--- src/rtl/inst_fetch_pkg.sv ---
// Shared definitions for the instruction fetch unit: FSM encoding,
// instruction width, the NOP encoding and small PC helpers.
package inst_fetch_pkg;

    localparam int INST_W = 32;

    // addi x0, x0, 0 -- presented by flushed buffer slots so a stray
    // sample of inst_o after a redirect decodes as harmless.
    localparam logic [INST_W-1:0] NOP_INST = 32'h0000_0013;

    typedef enum logic [1:0] {
        ST_BOOT  = 2'b00,
        ST_FETCH = 2'b01,
        ST_DRAIN = 2'b10
    } fetch_state_e;

    // Next sequential word address, wrapping modulo 2^32.
    function automatic logic [31:0] pc_inc(input logic [31:0] pc);
        return pc + 32'd4;
    endfunction

    // Force a byte address onto a word boundary.
    function automatic logic [31:0] word_align(input logic [31:0] addr);
        return addr & 32'hFFFF_FFFC;
    endfunction

endpackage

--- src/rtl/inst_buf.sv ---
// Instruction buffer: small synchronous FIFO of {instruction, pc} pairs
// with occupancy count, flush, and simultaneous push/pop (also when full).
module inst_buf
    import inst_fetch_pkg::*;
#(
    parameter int DEPTH = 2,
    localparam int PTR_W = (DEPTH > 1) ? $clog2(DEPTH) : 1,
    localparam int CNT_W = $clog2(DEPTH + 1)
) (
    input  logic              clk_i,
    input  logic              reset_i,
    input  logic              i_flush,
    input  logic              i_push,
    input  logic [INST_W-1:0] i_push_inst,
    input  logic [31:0]       i_push_pc,
    input  logic              i_pop,
    output logic              o_empty,
    output logic [CNT_W-1:0]  o_count,
    output logic [INST_W-1:0] o_head_inst,
    output logic [31:0]       o_head_pc
);

    localparam logic [PTR_W-1:0] PTR_LAST = PTR_W'(DEPTH - 1);
    localparam logic [PTR_W-1:0] PTR_ONE  = PTR_W'(1);
    localparam logic [CNT_W-1:0] CNT_ONE  = CNT_W'(1);
    localparam logic [CNT_W-1:0] CNT_FULL = CNT_W'(DEPTH);

    logic [INST_W-1:0] r_inst_mem [DEPTH];
    logic [31:0]       r_pc_mem   [DEPTH];
    logic [PTR_W-1:0]  r_rd_ptr;
    logic [PTR_W-1:0]  r_wr_ptr;
    logic [CNT_W-1:0]  r_count;

    logic w_full;
    logic w_empty;
    logic w_do_push;
    logic w_do_pop;

    // Pointer advance with explicit wrap so non-power-of-two depths work.
    function automatic logic [PTR_W-1:0] ptr_inc(input logic [PTR_W-1:0] p);
        logic [PTR_W-1:0] n;
        if (p == PTR_LAST) begin
            n = '0;
        end else begin
            n = p + PTR_ONE;
        end
        return n;
    endfunction

    // Qualify push/pop: a pop frees the slot a same-cycle push needs.
    always_comb begin
        w_empty   = (r_count == '0);
        w_full    = (r_count == CNT_FULL);
        w_do_pop  = i_pop && !w_empty;
        w_do_push = i_push && (!w_full || w_do_pop);
    end

    // Read/write pointers and occupancy count; flush empties the FIFO.
    always_ff @(posedge clk_i or negedge reset_i) begin
        if (!reset_i) begin
            r_rd_ptr <= '0;
            r_wr_ptr <= '0;
            r_count  <= '0;
        end else if (i_flush) begin
            r_rd_ptr <= '0;
            r_wr_ptr <= '0;
            r_count  <= '0;
        end else begin
            if (w_do_push) begin
                r_wr_ptr <= ptr_inc(r_wr_ptr);
            end
            if (w_do_pop) begin
                r_rd_ptr <= ptr_inc(r_rd_ptr);
            end
            case ({w_do_push, w_do_pop})
                2'b10:   r_count <= r_count + CNT_ONE;
                2'b01:   r_count <= r_count - CNT_ONE;
                default: r_count <= r_count;
            endcase
        end
    end

    // Entry storage; reset clears it so the head reads zero out of reset.
    always_ff @(posedge clk_i or negedge reset_i) begin
        if (!reset_i) begin
            for (int i = 0; i < DEPTH; i++) begin
                r_inst_mem[i] <= '0;
                r_pc_mem[i]   <= '0;
            end
        end else if (i_flush) begin
            for (int i = 0; i < DEPTH; i++) begin
                r_inst_mem[i] <= NOP_INST;
            end
        end else if (w_do_push) begin
            r_inst_mem[r_wr_ptr] <= i_push_inst;
            r_pc_mem[r_wr_ptr]   <= i_push_pc;
        end
    end

    // Head is read straight out of registered storage.
    always_comb begin
        o_empty     = w_empty;
        o_count     = r_count;
        o_head_inst = r_inst_mem[r_rd_ptr];
        o_head_pc   = r_pc_mem[r_rd_ptr];
    end

endmodule

--- src/rtl/inst_fetch.sv ---
// Instruction fetch unit: issues in-order word requests to instruction
// memory, tags responses with their PC, buffers them for the decoder and
// discards responses that belong to a stream abandoned by a redirect.
module inst_fetch
    import inst_fetch_pkg::*;
#(
    parameter logic [31:0] RESET_PC   = 32'h0000_0000,
    parameter int          IBUF_DEPTH = 2
) (
    input  logic              clk_i,
    input  logic              reset_i,
    output logic              imem_req_o,
    output logic [31:0]       imem_addr_o,
    input  logic              imem_gnt_i,
    input  logic              imem_rvalid_i,
    input  logic [INST_W-1:0] imem_rdata_i,
    input  logic              redirect_i,
    input  logic [31:0]       redirect_pc_i,
    output logic              inst_valid_o,
    input  logic              inst_ready_i,
    output logic [INST_W-1:0] inst_o,
    output logic [31:0]       pc_o,
    output logic [31:0]       return_pc_o
);

    localparam int CNT_W = $clog2(IBUF_DEPTH + 1);
    localparam int SUM_W = CNT_W + 1;
    localparam logic [CNT_W-1:0] CNT_ONE = CNT_W'(1);
    localparam logic [SUM_W-1:0] SUM_MAX = SUM_W'(IBUF_DEPTH);

    fetch_state_e      r_state;
    fetch_state_e      w_state_nxt;
    logic [31:0]       r_fetch_pc;
    logic [31:0]       w_fetch_pc_nxt;
    // PC of the next response that will be kept. Responses return in
    // request order, so this replaces a PC queue.
    logic [31:0]       r_resp_pc;
    logic [31:0]       w_resp_pc_nxt;
    logic [CNT_W-1:0]  r_outstanding;
    logic [CNT_W-1:0]  w_outstanding_nxt;
    logic [CNT_W-1:0]  r_discard;
    logic [CNT_W-1:0]  w_discard_nxt;

    logic              w_active;
    logic [SUM_W-1:0]  w_inflight;
    logic              w_req;
    logic              w_hs;
    logic              w_rsp;
    logic              w_push;
    logic              w_drop;
    logic              w_pop;

    logic [CNT_W-1:0]  w_buf_count;
    logic              w_buf_empty;
    logic [INST_W-1:0] w_head_inst;
    logic [31:0]       w_head_pc;

    // Request gating and per-cycle handshake/response/pop events.
    always_comb begin
        case (r_state)
            ST_FETCH: w_active = 1'b1;
            ST_DRAIN: w_active = 1'b1;
            default:  w_active = 1'b0;
        endcase
        w_inflight = {1'b0, r_outstanding} + {1'b0, w_buf_count};
        w_req      = w_active && !redirect_i && (w_inflight < SUM_MAX);
        w_hs       = w_req && imem_gnt_i;
        // Ignore a response with nothing outstanding so counters never underflow.
        w_rsp      = imem_rvalid_i && (r_outstanding != '0);
        w_drop     = w_rsp && (r_discard != '0);
        w_push     = w_rsp && (r_discard == '0) && !redirect_i;
        w_pop      = !w_buf_empty && inst_ready_i && !redirect_i;
    end

    // Next-state, PC and counter logic; redirect overrides everything else.
    always_comb begin
        w_state_nxt       = r_state;
        w_fetch_pc_nxt    = r_fetch_pc;
        w_resp_pc_nxt     = r_resp_pc;
        w_outstanding_nxt = r_outstanding;
        w_discard_nxt     = r_discard;

        case ({w_hs, w_rsp})
            2'b10:   w_outstanding_nxt = r_outstanding + CNT_ONE;
            2'b01:   w_outstanding_nxt = r_outstanding - CNT_ONE;
            default: w_outstanding_nxt = r_outstanding;
        endcase

        if (redirect_i) begin
            // No handshake is possible this cycle, so everything still in
            // flight after this cycle's response belongs to the old stream.
            w_fetch_pc_nxt = word_align(redirect_pc_i);
            w_resp_pc_nxt  = word_align(redirect_pc_i);
            w_discard_nxt  = w_outstanding_nxt;
            if (w_outstanding_nxt != '0) begin
                w_state_nxt = ST_DRAIN;
            end else begin
                w_state_nxt = ST_FETCH;
            end
        end else begin
            if (w_hs) begin
                w_fetch_pc_nxt = pc_inc(r_fetch_pc);
            end else begin
                w_fetch_pc_nxt = r_fetch_pc;
            end
            if (w_push) begin
                w_resp_pc_nxt = pc_inc(r_resp_pc);
            end else begin
                w_resp_pc_nxt = r_resp_pc;
            end
            if (w_drop) begin
                w_discard_nxt = r_discard - CNT_ONE;
            end else begin
                w_discard_nxt = r_discard;
            end
            case (r_state)
                ST_BOOT:  w_state_nxt = ST_FETCH;
                ST_FETCH: w_state_nxt = ST_FETCH;
                ST_DRAIN: begin
                    if (w_discard_nxt == '0) begin
                        w_state_nxt = ST_FETCH;
                    end else begin
                        w_state_nxt = ST_DRAIN;
                    end
                end
                default:  w_state_nxt = ST_BOOT;
            endcase
        end
    end

    // FSM state register.
    always_ff @(posedge clk_i or negedge reset_i) begin
        if (!reset_i) begin
            r_state <= ST_BOOT;
        end else begin
            r_state <= w_state_nxt;
        end
    end

    // Fetch/response PCs and the outstanding/discard counters.
    always_ff @(posedge clk_i or negedge reset_i) begin
        if (!reset_i) begin
            r_fetch_pc    <= RESET_PC;
            r_resp_pc     <= RESET_PC;
            r_outstanding <= '0;
            r_discard     <= '0;
        end else begin
            r_fetch_pc    <= w_fetch_pc_nxt;
            r_resp_pc     <= w_resp_pc_nxt;
            r_outstanding <= w_outstanding_nxt;
            r_discard     <= w_discard_nxt;
        end
    end

    inst_buf #(
        .DEPTH (IBUF_DEPTH)
    ) u_inst_buf (
        .clk_i       (clk_i),
        .reset_i     (reset_i),
        .i_flush     (redirect_i),
        .i_push      (w_push),
        .i_push_inst (imem_rdata_i),
        .i_push_pc   (r_resp_pc),
        .i_pop       (w_pop),
        .o_empty     (w_buf_empty),
        .o_count     (w_buf_count),
        .o_head_inst (w_head_inst),
        .o_head_pc   (w_head_pc)
    );

    // Drive the memory and decoder interfaces.
    always_comb begin
        imem_req_o   = w_req;
        imem_addr_o  = r_fetch_pc;
        inst_valid_o = !w_buf_empty;
        inst_o       = w_head_inst;
        pc_o         = w_head_pc;
        return_pc_o  = pc_inc(w_head_pc);
    end

endmodule

--- config.mk ---
export PLATFORM = sky130hd
export DESIGN_NAME = inst_fetch
export DESIGN_NICKNAME = d
export VERILOG_FILES = /design/src/rtl/inst_fetch_pkg.sv /design/src/rtl/inst_buf.sv /design/src/rtl/inst_fetch.sv
export SDC_FILE = /design/constraint.sdc
export NUM_CORES = 1
export LEC_CHECK = 0
export BUFFER_PORTS_ARGS = -buffer_cell sky130_fd_sc_hd__buf_2
export CAP_MARGIN = 5
export CORE_MARGIN = 2
export CORE_UTILIZATION = 30
export CTS_CLUSTER_SIZE = 25
export DETAILED_ROUTE_END_ITERATION = 6
export PLACE_DENSITY = 0.52
export SETUP_SLACK_MARGIN = 0.15
export SLEW_MARGIN = 20
export SYNTH_ARGS = -nofsm -noshare
export SYNTH_HDL_FRONTEND = slang
export SYNTH_HIERARCHICAL = 1
export SYNTH_SLANG_ARGS = --single-unit
--- constraint.sdc ---
create_clock -name clk_i -period 8.82 [get_ports clk_i]
set_clock_uncertainty 0.05 [all_clocks]
set_input_delay 0.441 -clock clk_i [delete_from_list [all_inputs] [get_ports clk_i]]
set_output_delay 0.441 -clock clk_i [all_outputs]
set_load 0.02 [all_outputs]
==> out/metrics.yaml, run 1 <==
initial_core_util: 0.3024
post_cts_buffers: 0
wl_per_cell_um: 18.69
grt_pass1_wl_mm: 45.77
max_freq_mhz: 222.6
arrival_ns: 4.00
tns_ns: 0
crit_required_ns: 8.33
r2r_slack_ns: 4.94
netSwitchingFraction: 0.3869
ant_nets: 0
num_rows: 69
ys_warn_count: 6
slew_viol_final: 0
core_sq_um: 35220
r2r-start: "r_discard[0]"
crit_path_cell_trace: "buf_4 -> mux2_2 -> ha_1 -> nand3_1 -> nor4_1 -> nand4_1 -> xnor2_1 -> buf_2"
antenna_found_initial: 1
power_density_nw_per_um2: 253.1
cp_slowest_cell: "nor4_1"
critPathCaptureType: "output port"
dr.pass1.iters: 5
hp-class: "input pin to flip-flop"
dp_cells: 1542
switchingPower_w: 0.001233
final_cells: 1576
root_buffer: "clkbuf_16"
vdd_ir_drop_max_mv: 0.1685
cts_tree: "yes"
period_share: 0.5093
whs_path_depth: 2
hp-start: "imem_rdata_i[20]"
cts_buffers: 17
fillers: 3574
leakage_nw: 5.688
drive_above_1_share: 0.3546
fin_worst_hold_slack_ns: 0.1773
synthFlopType: "dfrtp_1"
insertion_delay_ns: 0.46
hold_violations: 0
synth_seq_area_share: 0.4652
synth.avg_cell_area_sq_um: 11.42
status: "finished, final reports clean"
vias_per_cell: 5.112
min_to: "u_inst_buf/r_inst_mem[20]"
tightest_slew_ns: 1.036
gp_congestion: 0.7673
pin_count: 200
critPathKind: "flip-flop to output port"
seq_power_share: 0.383
cts_num_sinks: 198
cts_resized: 0
async_flop_share: 1.000
internal_power_w: 0.001955
ctsHtreeMaxLevel: 4
synth_edf_count: 0
ctsHoldBuffers: 1
synth-seq-cells: 198
die_area_sq_um: 37020
grt_pass1_vias: 7873
reg2reg_depth: 7
area_growth_pct: 18.26
combinationalPowerShare: 0.369
vias: 8057
drt-initial-drc-count: 404
cp-startpoint: "u_inst_buf/r_rd_ptr"
wirelength_mm: 29.45
setup_viol: 0
die_h_um: 192.4
grt_max_degree: 82
overflow: 0
critPathLaunchType: "flip-flop"
rsz0062_at_grt: "false"
io_buffers: 195
path_clk_slew_ns: 0.08
clockPowerShare: 0.249
die_w_um: 192.4
synth_area_sq_um: 10650
r2r_end: "u_inst_buf/r_pc_mem[32]"
cpPeakStageDelay_ns: 0.86
drv_cap: 0
slew_headroom: 0.3030
layout.nets: 1181
drc: 0
critPathMaxFanout: 55
ys_types: 60
min_period_ns: 4.492
dp_hpwl_mm: 20.51
synthCells: 933
grt_use_total: 0.1609
clock_path_buffers: 2
[cell type report]
cell class              instances  area [sq um]  share of cell area
diodes                          1         2.502           0.0001987
clock buffers                  17         425.4             0.03378
clock inverters                15         175.2             0.01391
inverters                      23         86.33            0.006855
multi-input cells             656          5310              0.4216
flip-flops and latches        198          4956              0.3935
well taps                     461         576.8             0.04580
repair buffers                205          1062             0.08434
[per-layer routing]
| layer | share of wire | global-route usage | vias to the layer above |
|---|---|---|---|
| met4 | 0.0096 | 0.04052 | 0 |
| met2 | 0.45 | 0.2453 | 202 |
| met5 | 0 | 0 | - |
| li1 | - | - | 3839 |
| met1 | 0.49 | 0.2304 | 4000 |
| met3 | 0.053 | 0.03546 | 16 |
[cell usage in the layout, fill, tap and decap left out, types with 9 or more instances in the layout]
cell type and instances:
and4_1 14, nand2_1 45, nor3_1 16, clkbuf_16 17, mux2_2 82, buf_4 9
buf_2 194, a21oi_1 11, nand3_1 37, o21ai_0 16, xnor2_1 29, a22o_1 58
nor4_1 19, or4_1 17, a31oi_1 22, ha_1 9, dfrtp_1 197, nor2_1 44
mux2_4 61, inv_1 22, o31ai_1 16, xor2_1 23, and3_1 15, nand4_1 28
[cell usage after synthesis (all sizes together) (14+ instances only)]
master / instances / area (sq um)
xor2: 23 / 201.4
a22o: 58 / 508.0
and3: 17 / 106.4
nand3: 38 / 202.7
inv: 23 / 86.33
and4: 14 / 122.6
mux2: 143 / 1839
dfrtp: 198 / 4955
nand2: 45 / 168.9
nor4: 20 / 125.1
buf: 38 / 252.8
xnor2: 29 / 254.0
nor2: 44 / 165.2
clkbuf: 23 / 86.33
or4: 19 / 150.1
a31oi: 24 / 150.1
o31ai: 16 / 120.1
nor3: 16 / 80.08
o21ai: 16 / 80.08
nand4: 28 / 175.2
[cell families (layout without fill, tap and decap cells)]
kind of cell    count (synthesis)  after routing  synth area share
compound gates                166            166            0.1184
other cells                     1              7         0.0003521
buf+inv                        84            260           0.03994
fa+ha+maj                      10             10           0.01245
flops                         198            198            0.4652
mux                           144            144            0.1736
xor+xnor                       52             52           0.04276
simple gates                  278            278            0.1472
[power by group through the flow]
stage          Sequential, W  Combinational [W]  Clock, W
2_1_floorplan        0.00120           0.000838         0
5_1_grt              0.00125            0.00128  0.000858
4_1_cts              0.00122            0.00119  0.000819
3_5_place_dp         0.00124            0.00118         0
6_report             0.00122            0.00118  0.000793
3_3_place_gp         0.00123            0.00117         0
[critical path, delay by kind of cell (launching register included)]
family	cells	cell delay (ns)
flip-flops	1	0.58
multiplexers	1	0.36
AND/OR/NAND/NOR	3	1.33
adder cells (fa/ha/maj)	1	0.19
XOR/XNOR	1	0.20
buffers and inverters	2	0.86
[per-stage QoR]
step                setup WS [ns]  utilization  instance area, sq um  power, W
finish                      4.328       0.3576                 12590  0.003188
global route                4.027       0.3575                 12590  0.003388
CTS                         4.200       0.3575                 12590  0.003229
detailed placement          4.699       0.3402                 11980  0.002419
global placement            4.640       0.3400                 11980  0.002405
floorplan                   5.417            -                 10670  0.002042
[worst max path at each step]
stage	cells past startpoint	to	slack, ns
6_report	8	return_pc_o[18]	4.33
5_1_grt	8	return_pc_o[20]	4.03
4_1_cts	8	return_pc_o[18]	4.20
3_5_place_dp	8	return_pc_o[18]	4.70
3_3_place_gp	8	return_pc_o[18]	4.64
2_1_floorplan	9	return_pc_o[31]	5.42
[sequential cells by signal, summed over array words and instances (netlist names)]
register	flops
u_inst_buf/r_rd_ptr	1
r_state	2
r_resp_pc	30
r_discard	2
r_outstanding	2
u_inst_buf/r_inst_mem	64
u_inst_buf/r_pc_mem	64
u_inst_buf/r_wr_ptr	1
imem_addr_o	30
u_inst_buf/o_count	2
Power figures use the tool's default switching activity.
==> inputs of run 2 (changes only) <==
==> constraint.sdc (replaced) <==
create_clock -name clk_i -period 4.45 [get_ports clk_i]
set_clock_uncertainty 0.05 [all_clocks]
set_input_delay 0.2225 -clock clk_i [delete_from_list [all_inputs] [get_ports clk_i]]
set_output_delay 0.2225 -clock clk_i [all_outputs]
set_load 0.02 [all_outputs]
==> out/metrics.yaml, run 2 (synthesis results as in run 1) <==
status: "finished, final reports clean"
cts_tree: "yes"
post-place-ws_ns: 1.205
vias_per_cell: 5.132
layout_commonest_cell: "dfrtp_1"
power_density_nw_per_um2: 494.2
min_period_ns: 3.703
critPathMaxFanout: 34
gp_congestion: 0.7727
area_growth_pct: 23.04
pin_count: 200
rsz0062_at_grt: "false"
wl_met3_mm: 1.561
initial_core_util: 0.3024
dr.pass1.iters: 5
drive_above_1_share: 0.3445
wirelength_mm: 30.39
cts_resized: 0
vdd_ir_drop_max_mv: 0.3634
top_regs: "u_inst_buf/r_inst_mem (64), u_inst_buf/r_pc_mem (64)"
cts_num_sinks: 198
grt_use_total: 0.1657
cpPeakStageDelay_ns: 0.69
drc: 0
dp_hpwl_mm: 21.09
worst_slack_ns: 0.7471
overflow: 0
die_area_sq_um: 37020
fillers: 3478
fin_worst_hold_slack_ns: 0.01643
period_share: 0.8321
ctsHoldBuffers: 44
clock_path_buffers: 2
cp_top_family: "simple AND/OR/NAND/NOR gates"
p_total_w: 0.006475
drt-initial-drc-count: 442
num_rows: 69
multi_input_area_sq_um: 5304
regArea_sq_um: 4956
critPathKind: "flip-flop to output port"
insertion_delay_ns: 0.45
arrival_ns: 3.43
final_util: 0.3720
most-common-layout-cells: "dfrtp_1, buf_2, mux2_2"
critPathCaptureType: "output port"
tns_ns: 0
die_h_um: 192.4
hold_violations: 0
antenna_found_initial: 1
root_buffer: "clkbuf_16"
crit_required_ns: 4.18
max_freq_mhz: 270.1
wl_met1_mm: 14.81
io_buffers: 195
routed.top_layer: "met4"
critPathBufInv: 2
leakage_nw: 5.922
hp-class: "input pin to flip-flop"
vias: 8345
cp_slowest_cell: "dfrtp_2"
grt_pass1_vias: 8128
drv_cap: 0
ant_nets: 0
tightest_slew_ns: 0.9899
dr_wl_met2_mm: 13.71
grt_max_degree: 100
crit_path_cell_trace: "buf_4 -> mux2_2 -> and4_1 -> nand4_1 -> nor4_1 -> xor2_1 -> buf_2"
wl_per_cell_um: 18.69
critPathLaunchType: "flip-flop"
ctsHtreeMaxLevel: 4
path_clk_slew_ns: 0.08
cts_buffers: 17
post_cts_buffers: 0
setup_viol: 0
die_w_um: 192.4
slew_viol_final: 0
layout.nets: 1231
grt_pass1_wl_mm: 47.00
core_sq_um: 35220
slew_headroom: 0.3401
==> run 2: metal layers <==
metal  up-vias  track usage
met1      4160       0.2353
met2       231       0.2601
met3        12      0.03128
li1       3942            -
met4         0      0.03964
met5         -            0
==> run 2: tightest hold or removal path, cell delays in order <==
cell	delay [ns]
buf_2	0.08
nor2_1	0.05
a31oi_1	0.13
==> run 2: final timing paths <==
kind / from / end / slack [ns] / cells after the start
setup / recovery: u_inst_buf/r_rd_ptr / return_pc_o[31] / 0.75 / 7
hold / removal: redirect_pc_i[25] / imem_addr_o[25] / 0.02 / 3
setup reg to reg: u_inst_buf/o_count[0] / imem_addr_o[23] / 1.22 / 6
hold reg to reg: u_inst_buf/r_inst_mem[0] / u_inst_buf/r_inst_mem[0] / 0.44 / 1
max in group asynchronous: reset_i / u_inst_buf/r_rd_ptr / 2.94 / 3
min in group asynchronous: reset_i / u_inst_buf/r_inst_mem[12] / 0.35 / 2
==> run 2: area by class of cell <==
cell class | count | share of cell area
tap | 461 | 0.04402
clock inverter | 15 | 0.01585
clock buffer | 17 | 0.03246
inverter | 23 | 0.006588
timing repair buffer | 255 | 0.1179
sequential | 198 | 0.3782
antenna | 1 | 0.0001910
multi-input combinational | 656 | 0.4048
==> run 2: per-stage QoR <==
stage | instances | instance area, sq um
2_1_floorplan | 938 | 10670
3_3_place_gp | 1549 | 12030
3_5_place_dp | 1549 | 12030
4_1_cts | 1625 | 13100
5_1_grt | 1625 | 13100
6_report | 1626 | 13100
==> run 2: where the power goes <==
part           total, W  switching (W)  internal (W)
Sequential      0.00242       0.000295       0.00212
Clock           0.00168       0.000811      0.000868
Combinational   0.00238        0.00136       0.00102
Total           0.00648        0.00246       0.00401
